## src/rtl/sdram_arb_pkg.sv

```systemverilog
// Shared types and constants for the SDRAM port arbiter and its tag FIFO.
// Default widths match the IS42S16320F controller port.
package sdram_arb_pkg;

    localparam int unsigned DefAddrW = 23;
    localparam int unsigned DefDataW = 32;

    typedef enum logic {
        StIdle,
        StIssue
    } arb_state_e;

    // Port-ID width; a single requester still needs one bit to index with.
    function automatic int unsigned id_width(input int unsigned n);
        return (n > 1) ? $clog2(n) : 1;
    endfunction

endpackage

```

## src/rtl/sdram_arb_tag_fifo.sv

```systemverilog
// In-order FIFO of requester IDs for outstanding reads.
// pop_err flags a pop attempted while empty; the pop itself is ignored.
module sdram_arb_tag_fifo
    import sdram_arb_pkg::*;
#(
    parameter int unsigned DEPTH = 4,
    parameter int unsigned ID_W  = 1
) (
    input  logic                     clk,
    input  logic                     reset_n,
    input  logic                     push,
    input  logic [ID_W-1:0]          push_id,
    input  logic                     pop,
    output logic [ID_W-1:0]          head,
    output logic [$clog2(DEPTH):0]   count,
    output logic                     empty,
    output logic                     pop_err
);

    localparam int unsigned PtrW = $clog2(DEPTH);
    localparam int unsigned CntW = PtrW + 1;

    logic [ID_W-1:0] mem [DEPTH];
    logic [PtrW-1:0] wr_ptr;
    logic [PtrW-1:0] rd_ptr;
    logic            full;
    logic            do_push;
    logic            do_pop;

    assign empty   = (count == '0);
    assign full    = (count == CntW'(DEPTH));
    assign do_push = push & ~full;
    assign do_pop  = pop & ~empty;
    assign pop_err = pop & empty;
    assign head    = mem[rd_ptr];

    always_ff @(posedge clk) begin
        if (do_push) begin
            mem[wr_ptr] <= push_id;
        end
    end

    always_ff @(posedge clk) begin
        if (!reset_n) begin
            wr_ptr <= '0;
            rd_ptr <= '0;
            count  <= '0;
        end else begin
            if (do_push) begin
                wr_ptr <= wr_ptr + 1'b1;
            end
            if (do_pop) begin
                rd_ptr <= rd_ptr + 1'b1;
            end
            if (do_push && !do_pop) begin
                count <= count + 1'b1;
            end else if (!do_push && do_pop) begin
                count <= count - 1'b1;
            end
        end
    end

endmodule

```

## src/rtl/sdram_port_arbiter.sv

```systemverilog
// Round-robin arbiter sharing one SDRAM controller req/ack/valid port between requesters.
// Read data is steered back to its issuer through an in-order tag FIFO.
module sdram_port_arbiter
    import sdram_arb_pkg::*;
#(
    parameter int unsigned NUM_PORTS = 2,
    parameter int unsigned ADDR_W    = DefAddrW,
    parameter int unsigned DATA_W    = DefDataW,
    parameter int unsigned TAG_DEPTH = 4
) (
    input  logic                          clk,
    input  logic                          reset_n,
    input  logic [NUM_PORTS*ADDR_W-1:0]   p_addr,
    input  logic [NUM_PORTS*DATA_W-1:0]   p_data,
    input  logic [NUM_PORTS-1:0]          p_we,
    input  logic [NUM_PORTS-1:0]          p_req,
    output logic [NUM_PORTS-1:0]          p_ack,
    output logic [NUM_PORTS-1:0]          p_valid,
    output logic [DATA_W-1:0]             p_q,
    output logic [ADDR_W-1:0]             ctrl_addr,
    output logic [DATA_W-1:0]             ctrl_data,
    output logic                          ctrl_we,
    output logic                          ctrl_req,
    input  logic                          ctrl_ack,
    input  logic                          ctrl_valid,
    input  logic [DATA_W-1:0]             ctrl_q,
    output logic                          err_orphan
);

    localparam int unsigned IdW  = id_width(NUM_PORTS);
    localparam int unsigned CntW = $clog2(TAG_DEPTH) + 1;

    arb_state_e           state;
    logic [IdW-1:0]       rr_ptr;
    logic [IdW-1:0]       grant_id;
    logic [IdW-1:0]       winner;
    logic [IdW-1:0]       rr_next;
    logic                 found;
    logic [NUM_PORTS-1:0] eligible;

    logic                 tag_push;
    logic [IdW-1:0]       tag_head;
    logic [CntW-1:0]      tag_count;
    logic                 tag_empty;
    logic                 tag_pop_err;

    // A port still showing p_ack has not had a chance to drop its request yet.
    always_comb begin
        eligible = '0;
        for (int i = 0; i < NUM_PORTS; i++) begin
            eligible[i] = p_req[i] & ~p_ack[i] & (p_we[i] | (tag_count < CntW'(TAG_DEPTH)));
        end
    end

    always_comb begin
        int unsigned    idx;
        logic [IdW-1:0] cand;
        idx    = 0;
        cand   = '0;
        found  = 1'b0;
        winner = '0;
        for (int unsigned k = 0; k < NUM_PORTS; k++) begin
            idx  = (32'(rr_ptr) + k) % NUM_PORTS;
            cand = IdW'(idx);
            if (!found && eligible[cand]) begin
                found  = 1'b1;
                winner = cand;
            end
        end
        rr_next = IdW'((32'(winner) + 1) % NUM_PORTS);
    end

    assign tag_push = (state == StIssue) & ctrl_ack & ~ctrl_we;

    sdram_arb_tag_fifo #(
        .DEPTH (TAG_DEPTH),
        .ID_W  (IdW)
    ) u_tag_fifo (
        .clk     (clk),
        .reset_n (reset_n),
        .push    (tag_push),
        .push_id (grant_id),
        .pop     (ctrl_valid),
        .head    (tag_head),
        .count   (tag_count),
        .empty   (tag_empty),
        .pop_err (tag_pop_err)
    );

    always_ff @(posedge clk) begin
        if (!reset_n) begin
            state      <= StIdle;
            rr_ptr     <= '0;
            grant_id   <= '0;
            ctrl_req   <= 1'b0;
            ctrl_addr  <= '0;
            ctrl_data  <= '0;
            ctrl_we    <= 1'b0;
            p_ack      <= '0;
            p_valid    <= '0;
            p_q        <= '0;
            err_orphan <= 1'b0;
        end else begin
            p_ack   <= '0;
            p_valid <= '0;
            unique case (state)
                StIdle: begin
                    if (found) begin
                        grant_id  <= winner;
                        rr_ptr    <= rr_next;
                        ctrl_addr <= p_addr[32'(winner)*ADDR_W +: ADDR_W];
                        ctrl_data <= p_data[32'(winner)*DATA_W +: DATA_W];
                        ctrl_we   <= p_we[winner];
                        ctrl_req  <= 1'b1;
                        state     <= StIssue;
                    end
                end
                StIssue: begin
                    if (ctrl_ack) begin
                        ctrl_req        <= 1'b0;
                        p_ack[grant_id] <= 1'b1;
                        state           <= StIdle;
                    end
                end
                default: state <= StIdle;
            endcase
            if (ctrl_valid && !tag_empty) begin
                p_q               <= ctrl_q;
                p_valid[tag_head] <= 1'b1;
            end
            if (tag_pop_err) begin
                err_orphan <= 1'b1;
            end
        end
    end

endmodule

```

## config.mk

```make
export PLATFORM = sky130hd
export DESIGN_NAME = sdram_port_arbiter
export DESIGN_NICKNAME = d
export VERILOG_FILES = /design/src/rtl/sdram_arb_pkg.sv /design/src/rtl/sdram_arb_tag_fifo.sv /design/src/rtl/sdram_port_arbiter.sv
export SDC_FILE = /design/constraint.sdc
export NUM_CORES = 1
export LEC_CHECK = 0
export ABC_CLOCK_PERIOD_IN_PS = 2700
export BUFFER_PORTS_ARGS = -buffer_cell sky130_fd_sc_hd__buf_2
export CAP_MARGIN = 20
export CORE_AREA = 5 5 178 94
export DETAILED_ROUTE_END_ITERATION = 10
export DIE_AREA = 0 0 183 99
export PLACE_DENSITY_LB_ADDON = 0.08
export SETUP_SLACK_MARGIN = 0.2
export SLEW_MARGIN = 0
export SYNTH_ARGS = -nofsm -noshare
export SYNTH_HDL_FRONTEND = slang
export SYNTH_SLANG_ARGS = --single-unit
```

## constraint.sdc

```tcl
create_clock -name clk -period 2.7 [get_ports clk]
set_input_delay 0.54 -clock clk [delete_from_list [all_inputs] [get_ports clk]]
set_output_delay 0.54 -clock clk [all_outputs]
set_load 0.05 [all_outputs]
```

# == Word level (Yosys, flattened, before mapping) ==
# Memory sizes are Yosys's and may differ from the RTL's. A register that Yosys moved wholly into a read port is not among the register bits.
# Index checks and enable logic that the tools add are counted.
# totals
ff_bits,104
ram_bits,4
in_bits,150
mem_count,1
# op_classes
n_addsub,6
n_mul,1
n_lt_le_gt_ge,8
n_eq_ne,3
n_shift,2
n_mux,26
bitwise,17
reduce_logical,16
# memory_table
memory,words,word_bits,read_ports,rd_clocked_by_memory_dff,write_ports,line_no,text
u_tag_fifo.mem,4,1,1,1,1,sdram_arb_tag_fifo.sv:23,logic [ID_W-1:0] mem [DEPTH];
# op_table
op,count
$shiftx A64 B7 Y32,1
$shiftx A46 B7 Y23,1
$mux W1,18
$lt A1 B2 Y1 const B,5
$and A1 B1 Y1,9
$logic_and A1 B1 Y1,6
$mul A1 B5 Y6 const B,1
$mux W3,2
$not A1 Y1,6
$reduce_and A2 Y1,3
$add A2 B1 Y2 const B,2
$logic_not A1 Y1,4
$mux W2,2
$ne A2 B2 Y1 const B,2
$pmux W1 S2,2
$add A3 B1 Y3 const B,1
$eq A3 B3 Y1 const B,1
$logic_not A3 Y1,1
$lt A3 B3 Y1 const B,1
$reduce_and A3 Y1,1
$sub A3 B1 Y3 const B,1
$add A1 B1 Y1 const B,2
$demux W1 S1,2
$ge A1 B1 Y1 const B,2
2 further kinds,3

# == Longest topological paths before layout ==
# Gate-level depths: netlist of run 1.
# logic_depth
ltp_word,11
mapped_depth,10

# == By module ==
# A second synthesis of run 1 with hierarchy kept.
# unflattened
cells_unflattened,485
hier_area_um2,4494.3
# by_module_without_submodules
mod,instances,cells_per_inst,area_per_inst_um2,seq_area_each_um2
sdram_port_arbiter,1,431,3849.9,1941.9
sdram_arb_tag_fifo,1,54,644.4,300.3

# == Worst setup path after synthesis of run 1 ==
# No wires, ideal clock.
# synth_timing
path_type,register -> register
startpoint,register u_tag_fifo.count[0]
endpoint,register u_tag_fifo.count[2]
setup_ns,0.070
arrival_time_ns,2.417
required_time_ns,2.630
setup_slack_ns,0.213
path_stages_with_launch,11
n_path_buf,2
path_cell_list,dfxtp_1 -> o31a_1 -> clkbuf_1 -> clkinv_1 -> clkbuf_1 -> ha_1 -> inv_1 -> fa_1 -> xor2_1 -> or3_1 -> a21oi_1
# synth_via
elab_chain_cells,6
# synth_lines
element,line_no,text
"start, declared",sdram_arb_tag_fifo.sv:15,"output logic [$clog2(DEPTH):0] count,"
"start signal, assigned",sdram_arb_tag_fifo.sv:56,count <= count + 1'b1;
"start signal, assigned",sdram_arb_tag_fifo.sv:58,count <= count - 1'b1;
"parallel branches: the longest is 6 deep, another holds $sub A3 B1 Y3",-,
# Several ways; the timed one is not identified. The select of a mux whose other input is x is not followed.
# A chain may end at the register's enable or synchronous reset.

# == Worst setup path after layout of run 1 ==
# layout_timing
startpoint,register u_tag_fifo.count[0]
endpoint,register u_tag_fifo.count[2]
# layout_via
elab_chain_cells,6
# layout_lines
element,line_no,text
$eq A3 B3 Y1 *,sdram_arb_tag_fifo.sv:31,assign full = (count == CntW'(DEPTH));
$not A1 Y1 *,sdram_arb_tag_fifo.sv:32,assign do_push = push & ~full;
$and A1 B1 Y1 *,sdram_arb_tag_fifo.sv:32,
named net u_tag_fifo.do_push,sdram_arb_tag_fifo.sv:27,logic do_push;
$logic_not A1 Y1,sdram_arb_tag_fifo.sv:57,end else if (!do_push && do_pop) begin
$logic_and A1 B1 Y1,sdram_arb_tag_fifo.sv:57,
$reduce_bool A2 Y1 (no source line),-,
# The timed path passes the listed nets; every way through them passes the cells marked *. The select of a mux whose other input is x is not followed.

==> impl_metrics.env, run 1 <==
export IMPL_synth_distinct_cells=39
export IMPL_clock_skew_ps=8.431
export IMPL_vdd_drop_max_uv=305.7
export IMPL_end_kind="flop"
export IMPL_critical_path_arrival_ps=2430
export IMPL_final_cells=922
export IMPL_fin_nets=869
export IMPL_syn_nets=641
export IMPL_place_inst=905
export IMPL_fin_crit_ps=2160
export IMPL_start_util=0.2942
export IMPL_yosys_area_top_type="dfxtp_1"
export IMPL_postSynthAreaPerCell_um2=9.109
export IMPL_post_cts_buffers=0
export IMPL_syn_area_um2=4418
export IMPL_max_clock_path_buffers=2
export IMPL_ys_seq_area_frac=0.5075
export IMPL_finalSetupTns_ps=0
export IMPL_drv_slew=0
export IMPL_drtPass1Iterations=4
export IMPL_power_switching_mw=2.401
export IMPL_yosysMostFrequentCell="nand2_1"
export IMPL_antenna_found_initial=2
export IMPL_rsz0062_at_grt="false"
export IMPL_intPower_mw=3.206
export IMPL_synth_area_leaders="dfxtp_1, a221o_1, nand2_1"
export IMPL_synth_simple_area_share=0.1628
export IMPL_ant_nets=0
export IMPL_gp_congestion=0.8150
export IMPL_drc=0
export IMPL_synth_xor_area_frac=0.009912
export IMPL_relSlewSlack=0.6487
export IMPL_fin_crit_sh=0.8000
export IMPL_ys_top_cells_by_count="nand2_1, dfxtp_1, a21oi_1, a221o_1, clkbuf_1"
export IMPL_cts_sinks=110
export IMPL_io_pins=244
export IMPL_crit_type="flop to flop"
export IMPL_cts_root_buf="clkbuf_16"
export IMPL_die_y_um=99
export IMPL_grt_pass1_vias=4430
export IMPL_ys_warn_count=0
export IMPL_power_density_nw_per_um2=918.6
export IMPL_grt_overflow=0
export IMPL_num_vias=4428
export IMPL_wirelength_mm=15.01
export IMPL_fin_util=0.4065
export IMPL_h_tree_depth=3
export IMPL_holdCritPathClass="primary input to flop"
export IMPL_tightest_slew_ps=513.7
export IMPL_synthArstFlopShare=0
export IMPL_postCtsHoldBufs=0
export IMPL_numPortBuffers=243
export IMPL_cts_buffers=9
export IMPL_cp_start_kind="flop"
export IMPL_setup_viol=0
export IMPL_ys_seq_elements=110
export IMPL_p_leak_nw=2.834
export IMPL_swShare=0.4282
export IMPL_cp_max_fo=5
export IMPL_tritoncts="yes"
export IMPL_nFillCells=1548
export IMPL_coreArea_um2=15010
export IMPL_drv_cap=0
export IMPL_std_cell_rows=32
export IMPL_synth_edf_count=4
export IMPL_insertion_delay_ps=340
export IMPL_status="finished clean"
export IMPL_synth_top_cell_area_share=0.4803
export IMPL_antenna_diode_count=0
export IMPL_worstPathRequired_ps=2970
export IMPL_grtUsageTotal=0.1582
export IMPL_vias_per_cell=4.803
export IMPL_synth_top_family_by_area="compound AO/OA/AOI/OAI gates"
export IMPL_synthMuxAreaShare=0.009629
export IMPL_grt_pass1_wl_mm=23.39
export IMPL_place_hpwl_mm=11.28
export IMPL_first_iter_violations=302
export IMPL_cts_repair_resized=0
export IMPL_p_comb_frac=0.390
export IMPL_pwr_share_seq=0.382
export IMPL_final_hold_violation_count=0
export IMPL_wl_per_cell_um=16.28
export IMPL_clk_pin_slew_worst_paths_ps=70
export IMPL_pwr_share_clk=0.228
export IMPL_die_area_um2=18120
export IMPL_grt_max_degree=48
export IMPL_area_growth_pct=38.15
export IMPL_synth_fa_ha_area_frac=0.01869
export IMPL_timing_fmax_ghz=0.4630
export IMPL_synth_compound_area_frac=0.2407
export IMPL_die_w_um=183
export IMPL_synth_main_ff_cell="dfxtp_1"
export IMPL_syn_inst=485
export IMPL_drive_above_1_share=0.3928
==> worst max-delay path: stages, from the launching register on <==
cell and delay [ps]:
dfxtp_1 440, nor2_1 100, a211oi_2 250, ha_1 240, inv_1 70, fa_1 370, xor2_1 150, or3_1 300
a21oi_1 150
==> power by group through the flow <==
stage	Clock [mW]	Combinational [mW]	Sequential, mW
3_3_place_gp	0	2.19	2.17
3_5_place_dp	0	2.20	2.18
5_1_grt	1.40	2.33	2.18
6_report	1.28	2.19	2.14
2_1_floorplan	0	0.643	3.12
4_1_cts	1.34	2.20	2.15
==> layout by cell type (no fill, tap or decap), types with 2 or more instances in the layout <==
cell / n
xnor2_1: 2
nor2b_1: 2
nand2_1: 125
clkbuf_16: 9
mux2i_1: 2
a221o_1: 56
nor2_1: 9
nor3_1: 18
and2_1: 4
clkbuf_8: 2
dfxtp_1: 106
buf_2: 243
or3_1: 2
buf_4: 15
edfxtp_1: 4
xor2_1: 3
o21ai_0: 2
inv_1: 5
a21oi_1: 79
ha_1: 5
==> routing by layer <==
metal  global-route usage  vias up  routed length (um)
met1               0.2199     2021                7071
met5                    0        -                  27
met2               0.2414      202                6320
met3              0.05457       16                1487
met4              0.02746        4                 105
li1                     -     2185                   -
==> metrics by stage <==
step / area, um^2 / power, mW / hold WS, ps / setup WS, ps
finish: 6103 / 5.607 / 417.7 / 540.0
global route: 6103 / 5.912 / 399.5 / 393.2
CTS: 6096 / 5.684 / 400.4 / 486.9
global placement: 5809 / 4.362 / 438.5 / 372.8
floorplan: 4418 / 3.765 / 465.1 / 212.8
detailed placement: 5809 / 4.379 / 446.7 / 266.1
==> kinds of logic after synthesis <==
| kind of cell | Yosys count |
|---|---|
| AND/OR/NAND/NOR | 168 |
| flip-flops | 110 |
| multiplexers | 3 |
| buffers and inverters | 48 |
| XOR/XNOR | 5 |
| AO/OA/AOI/OAI | 145 |
| adder cells (fa/ha/maj) | 6 |
==> registers in the layout (all words and copies together) (netlist names), 2 cells and up, named ones only <==
signal / cells
u_tag_fifo.rd_ptr: 2
u_tag_fifo.wr_ptr: 2
ctrl_data: 32
p_ack: 2
ctrl_addr: 23
p_valid: 2
u_tag_fifo.count: 3
p_q: 32
u_tag_fifo.mem: 4
==> layout make-up <==
class / count / area [um^2] / area share
sequential: 110 / 2242 / 0.3674
clock inverter: 4 / 30.03 / 0.004920
timing repair buffer: 258 / 1329 / 0.2177
tap: 204 / 255.2 / 0.04182
clock buffer: 12 / 256.5 / 0.04203
multi-input combinational: 327 / 1964 / 0.3219
inverter: 7 / 26.28 / 0.004305
==> final timing paths <==
kind	startpoint	endpoint	slack, ps	cells past startpoint
worst min register to register	p_q[18]	p_q[18]	450	2
worst max register to register	u_tag_fifo.count[0]	u_tag_fifo.count[2]	540	8
worst max-delay path	u_tag_fifo.count[0]	u_tag_fifo.count[2]	540	8
worst min-delay path	p_addr[2]	ctrl_addr[2]	420	2
Note: power is estimated with default switching activity, not from simulation.
==> run 2: changes to the inputs <==
Settings changed: ABC_AREA from default to 1, ABC_CLOCK_PERIOD_IN_PS 2700 to 2130, CORE_AREA 5 5 178 94 to 5 5 185 98, DIE_AREA 0 0 183 99 to 0 0 190 103.
Clock period 2.7 ns to 2.13 ns, I/O delays scaled along.
==> run 2 against run 1 <==
Core utilization down 1.5 points. Clock-buffer cell count down 3. Maximum frequency up 19%. Cell count up 24%. Sequential share of layout area down 2.3 points. Total power up 43%. Die area up 8.0%. Critical path type unchanged. Non-clock buffer count up 1. Largest power group unchanged. Sequential cell count unchanged. Via count up 10%. Critical path depth up 3. Synthesized area up 8.3%.
==> impl_metrics.env, run 2 <==
export IMPL_status="finished clean"
export IMPL_worstPathCellList="inv_2 -> nand3_1 -> nand2_1 -> inv_1 -> ha_1 -> inv_1 -> fa_1 -> a21oi_1 -> o21ai_0 -> o21ai_0 -> a21oi_1"
export IMPL_place_hpwl_mm=10.92
export IMPL_grt_overflow=0
export IMPL_fin_crit_ps=1811
export IMPL_power_switching_mw=3.661
export IMPL_syn_inst=679
export IMPL_ys_warn_count=0
export IMPL_synth_main_ff_cell="dfxtp_1"
export IMPL_grt_max_degree=58
export IMPL_fin_ws_ps=318.5
export IMPL_vias_per_cell=4.287
export IMPL_cp_slowest_cell="dfxtp_1"
export IMPL_die_area_um2=19570
export IMPL_wirelength_mm=15.03
export IMPL_pwr_share_clk=0.219
export IMPL_numPortBuffers=243
export IMPL_final_hold_violation_count=0
export IMPL_tightest_slew_ps=423.4
export IMPL_wl_per_cell_um=13.17
export IMPL_place_inst=1125
export IMPL_end_kind="flop"
export IMPL_io_pins=244
export IMPL_fin_nets=1058
export IMPL_insertion_delay_ps=350
export IMPL_holdCritPathClass="primary input to flop"
export IMPL_drc=0
export IMPL_std_cell_rows=34
export IMPL_grtUsageTotal=0.1465
export IMPL_cts_root_buf="clkbuf_16"
export IMPL_start_util=0.2876
export IMPL_max_clock_path_buffers=2
export IMPL_die_y_um=103
export IMPL_critical_path_arrival_ps=2050
export IMPL_drive_above_1_share=0.3164
export IMPL_timing_fmax_ghz=0.5520
export IMPL_coreArea_um2=16630
export IMPL_rsz0062_at_grt="false"
export IMPL_finalSetupTns_ps=0
export IMPL_cts_buffers=9
export IMPL_fin_crit_sh=0.8504
export IMPL_p_comb_frac=0.435
export IMPL_postSynthAreaPerCell_um2=7.045
export IMPL_cts_sinks=110
export IMPL_grt_pass1_wl_mm=23.19
export IMPL_first_iter_violations=194
export IMPL_syn_area_um2=4783
export IMPL_worstPathRequired_ps=2370
export IMPL_ant_nets=0
export IMPL_swShare=0.4565
export IMPL_ys_top_cells_by_count="nand2_1, dfxtp_1, nor2_1, a21oi_1, nand3_1"
export IMPL_h_tree_depth=3
export IMPL_final_cells=1141
export IMPL_synth_area_leaders="dfxtp_1, nand2_1, a21oi_1"
export IMPL_nFillCells=1825
export IMPL_synth_edf_count=4
export IMPL_layout_common_cells="buf_2, nand2_1, dfxtp_1"
export IMPL_die_w_um=190
export IMPL_antenna_diode_count=0
export IMPL_r2r_cells=11
export IMPL_max_stage_delay_ps=390
export IMPL_pre_cts_ws_ps=199.9
export IMPL_gp_congestion=0.7601
export IMPL_r2r_slack_ps=320
export IMPL_p_leak_nw=3.325
export IMPL_antenna_found_initial=0
export IMPL_synth_distinct_cells=29
export IMPL_setup_viol=0
export IMPL_relSlewSlack=0.7178
export IMPL_grt_pass1_vias=4448
export IMPL_num_vias=4891
export IMPL_intPower_mw=4.358
export IMPL_cp_depth=11
export IMPL_clock_skew_ps=11.06
export IMPL_clk_pin_slew_worst_paths_ps=80
export IMPL_top_regs="ctrl_data x32, p_q x32, ctrl_addr x23"
export IMPL_power_density_nw_per_um2=1230
export IMPL_vdd_drop_max_uv=539.2
export IMPL_pwr_share_seq=0.346
export IMPL_drtPass1Iterations=4
export IMPL_syn_nets=835
export IMPL_cp_start_kind="flop"
export IMPL_synth_top_cell_area_share=0.4436
export IMPL_mostFrequentLayoutCell="buf_2"
export IMPL_tritoncts="yes"
export IMPL_synthArstFlopShare=0
export IMPL_min_path_cells=3
export IMPL_cp_max_fo=4
export IMPL_yosys_area_top_type="dfxtp_1"
export IMPL_yosysMostFrequentCell="nand2_1"
export IMPL_ys_seq_area_frac=0.4687
export IMPL_crit_family="adder cells"
export IMPL_drv_cap=0
export IMPL_area_growth_pct=36.28
export IMPL_ys_seq_elements=110
export IMPL_fin_util=0.3919
export IMPL_crit_type="flop to flop"
export IMPL_drv_slew=0
export IMPL_path_buf_inv=3
[run 2: cell types whose count changed after synthesis, moves of 16 or more]
cell	change
nand2_1	+114
nand3_1	+61
nor3_1	-16
a221o_1	-56
nor2_1	+63
o21ai_0	+36
[run 2: cells by family (layout without fill, tap and decap cells)]
kind of cell               after synthesis  in the layout  share of synthesized area
and+or+nand+nor                        383            383                     0.3249
DFF                                    110            110                     0.4687
AOI/OAI and AO/OA                      108            108                     0.1140
xor gates and xnor gates                 1              1                   0.001831
adders and majority gates                6              6                    0.01726
buffers and inverters                   71            299                    0.07324
[run 2: per-stage QoR]
stage	hold slack, ps	power (mW)	cell area [um^2]
floorplan	443.7	5.463	4788
detailed placement	440.4	6.356	6205
CTS	299.4	8.160	6518
global route	321.6	8.552	6519
finish	322.5	8.019	6519
global placement	440.6	6.377	6205
[run 2: layer usage]
layer | vias up | track usage | part of all wire
met4 | 0 | 0.02833 | 0.0069
met5 | - | 0 | 0
met1 | 2142 | 0.2092 | 0.51
met2 | 125 | 0.2095 | 0.41
met3 | 8 | 0.05819 | 0.078
li1 | 2616 | - | -
[run 2: worst paths after layout]
check,from,endpoint
setup reg to reg,u_tag_fifo.count[1],u_tag_fifo.count[2]
setup / recovery,u_tag_fifo.count[1],u_tag_fifo.count[2]
hold / removal,ctrl_q[17],p_q[17]
hold reg to reg,err_orphan,err_orphan
[run 2: power groups by stage]
stage          Sequential [mW]  Clock (mW)  Combinational [mW]
2_1_floorplan             4.25           0                1.21
3_3_place_gp              2.83           0                3.55
3_5_place_dp              2.82           0                3.54
4_1_cts                   2.78        1.84                3.54
5_1_grt                   2.84        1.91                3.80
6_report                  2.77        1.75                3.49
[run 2: timing repair]
| action | in CTS | in global routing |
|---|---|---|
| resized for setup | 0 | 1 |
| hold buffers | 0 | 0 |
| endpoints found under the setup margin | 0 | 1 |
| hold endpoints to repair | 0 | 0 |
| setup buffers | 0 | 0 |
[run 2: area by class of cell]
| type | count | area [um^2] | area share |
|---|---|---|---|
| inverter | 24 | 90.09 | 0.01382 |
| tap | 234 | 292.8 | 0.04491 |
| clock inverter | 7 | 87.58 | 0.01344 |
| clock buffer | 9 | 225.2 | 0.03455 |
| timing repair buffer | 259 | 1386 | 0.2127 |
| sequential | 110 | 2243 | 0.3441 |
| multi-input combinational | 498 | 2193 | 0.3365 |
[run 2: worst reg2reg max path: stages, from the launching register on]
cell and delay [ps]:
dfxtp_1 390, inv_2 80, nand3_1 90, nand2_1 70, inv_1 50, ha_1 120
inv_1 70, fa_1 370, a21oi_1 140, o21ai_0 100, o21ai_0 160, a21oi_1 60
==> run 3: changes to the inputs <==
Settings changed: ABC_AREA 1 to default, CORE_AREA 5 5 185 98 to 5 5 178 94, DIE_AREA 0 0 190 103 to 0 0 183 99, HOLD_SLACK_MARGIN from default to 0.06, SKIP_LAST_GASP from default to 1.
==> run 3 against run 2 <==
Maximum frequency shrank 8.9%. Die area shrank 7.4%. First-iteration DRC count grew 1.0%. Sequential cell count is the same. Routed wire length grew 1.4%. Sequential power shrank 2%. Highest routed layer unchanged.
==> impl_metrics.env, run 3 (synthesis results as in run 1) <==
export IMPL_cts_root_buf="clkbuf_16"
export IMPL_worstPathRequired_ps=2400
export IMPL_fin_crit_ps=1988
export IMPL_antenna_diode_count=0
export IMPL_status="finished clean"
export IMPL_p_comb_frac=0.389
export IMPL_die_area_um2=18120
export IMPL_numPortBuffers=243
export IMPL_vias_per_cell=4.834
export IMPL_grt_max_degree=48
export IMPL_drtPass1Iterations=5
export IMPL_coreArea_um2=15010
export IMPL_end_kind="flop"
export IMPL_timing_rr_start="u_tag_fifo.count[0]"
export IMPL_timing_rr_end="u_tag_fifo.count[2]"
export IMPL_drc=0
export IMPL_drv_slew=0
export IMPL_timing_fmax_ghz=0.5029
export IMPL_cp_slowest_cell="o31a_1"
export IMPL_fin_crit_sh=0.9335
export IMPL_r2r_slack_ps=140
export IMPL_max_stage_delay_ps=390
export IMPL_cp_start_kind="flop"
export IMPL_tritoncts="yes"
export IMPL_insertion_delay_ps=340
export IMPL_grtUsageTotal=0.1611
export IMPL_intPower_mw=4.195
export IMPL_cts_buffers=9
export IMPL_pwr_share_clk=0.240
export IMPL_area_growth_pct=41.29
export IMPL_max_clock_path_buffers=2
export IMPL_grt_pass1_wl_mm=23.66
export IMPL_tightest_slew_ps=549.3
export IMPL_final_cells=926
export IMPL_worstPathCellList="o31a_1 -> clkinv_8 -> ha_4 -> inv_1 -> fa_2 -> xor2_1 -> or3_1 -> a21oi_1"
export IMPL_die_y_um=99
export IMPL_top_regs="ctrl_data x32, p_q x32, ctrl_addr x23"
export IMPL_ant_nets=0
export IMPL_setup_viol=0
export IMPL_num_vias=4476
export IMPL_finalSetupTns_ps=0
export IMPL_place_inst=907
export IMPL_antenna_found_initial=0
export IMPL_r2r_cells=8
export IMPL_p_total_mw=7.335
export IMPL_cts_sinks=110
export IMPL_place_hpwl_mm=11.16
export IMPL_layout_common_cells="buf_2, nand2_1, dfxtp_1"
export IMPL_crit_path_end="u_tag_fifo.count[2]"
export IMPL_drv_cap=0
export IMPL_vdd_drop_max_uv=406.3
export IMPL_critical_path_arrival_ps=2260
export IMPL_final_hold_violation_count=0
export IMPL_wl_per_cell_um=16.45
export IMPL_power_density_nw_per_um2=1175
export IMPL_crit_family="compound AO/OA/AOI/OAI gates"
export IMPL_nFillCells=1536
export IMPL_pwr_share_seq=0.371
export IMPL_swShare=0.4280
export IMPL_io_pins=244
export IMPL_cp_depth=8
export IMPL_first_iter_violations=196
export IMPL_die_w_um=183
export IMPL_p_leak_nw=2.880
export IMPL_grt_overflow=0
export IMPL_power_switching_mw=3.139
export IMPL_path_buf_inv=2
export IMPL_gp_congestion=0.8557
export IMPL_clk_pin_slew_worst_paths_ps=80
export IMPL_h_tree_depth=3
export IMPL_drive_above_1_share=0.4086
export IMPL_mostFrequentLayoutCell="buf_2"
export IMPL_holdCritPathClass="primary input to flop"
export IMPL_cp_max_fo=3
export IMPL_fin_worst_hold_slack_ps=300.0
export IMPL_critPathLaunch="u_tag_fifo.count[0]"
export IMPL_clock_skew_ps=6.424
export IMPL_crit_type="flop to flop"
export IMPL_std_cell_rows=32
export IMPL_fin_util=0.4158
export IMPL_wirelength_mm=15.24
export IMPL_grt_pass1_vias=4533
export IMPL_fin_nets=873
export IMPL_relSlewSlack=0.6338
export IMPL_rsz0062_at_grt="true"
export IMPL_start_util=0.2942
==> run 3: cell types whose count changed in the layout (fill, tap and decap cells not counted), moves of 4 or more <==
cell,delta
a221o_1,+56
inv_1,-14
nor3_1,+16
inv_2,-4
and2_1,+4
o21ai_0,-36
nand2_1,-114
buf_4,+4
nand3_1,-61
nor2_1,-63
a21oi_1,+11
==> run 3: how the worst min path moves through the flow <==
stage / from / to / slack [ps] / cells after the start
after floorplan: grant_id / p_ack[1] / 470 / 2
after CTS: p_data[0] / ctrl_data[0] / 280 / 2
final: p_data[0] / ctrl_data[0] / 300 / 2
after global placement: p_q[4] / p_q[4] / 440 / 2
after global routing: p_addr[2] / ctrl_addr[2] / 290 / 2
after detailed placement: p_q[5] / p_q[5] / 440 / 2
==> run 3: stage by stage <==
stage / worst slack [ps] / area [um^2]
final: 141.7 / 6242
after global routing: 77.31 / 6242
after CTS: 140.3 / 6228
after detailed placement: -55.12 / 5892
after global placement: 26.56 / 5892
after floorplan: 27.08 / 4492
==> run 3: repair_timing <==
| action | CTS | global route |
|---|---|---|
| hold endpoints to repair | 0 | 0 |
| hold buffers | 0 | 0 |
| setup buffers | 2 | 0 |
| pin swaps | 1 | 1 |
| endpoints found under the setup margin | 15 | 25 |
| gates resized for setup | 2 | 2 |
==> run 3: routing by layer <==
layer	wire, um	global-route usage	up-vias
met5	0	0	-
met4	60	0.02403	0
met3	1394	0.04904	5
met2	6578	0.2504	211
met1	7201	0.2260	2069
li1	-	-	2191
==> run 3: worst reg2reg max path, cell delays in order, from the launching register on <==
cell and delay [ps]:
dfxtp_4 350, o31a_1 390, clkinv_8 80, ha_4 140, inv_1 50, fa_2 330
xor2_1 160, or3_1 310, a21oi_1 110
==> run 3: cell type report <==
cell class	count	area [um^2]	share of cell area
repair buffers	262	1388	0.2223
inverters	7	38.79	0.006214
clock buffers	9	225.2	0.03608
multi-input cells	327	1992	0.3191
well taps	204	255.2	0.04089
clock inverters	7	92.59	0.01483
flip-flops and latches	110	2251	0.3606
==> run 3: power groups by stage <==
| stage | sequential, mW | clock [mW] | combinational (mW) |
|---|---|---|---|
| 2_1_floorplan | 3.96 | 0 | 0.884 |
| 3_3_place_gp | 2.76 | 0 | 2.82 |
| 3_5_place_dp | 2.76 | 0 | 2.85 |
| 4_1_cts | 2.72 | 1.83 | 2.87 |
| 5_1_grt | 2.77 | 1.91 | 3.04 |
| 6_report | 2.72 | 1.76 | 2.85 |
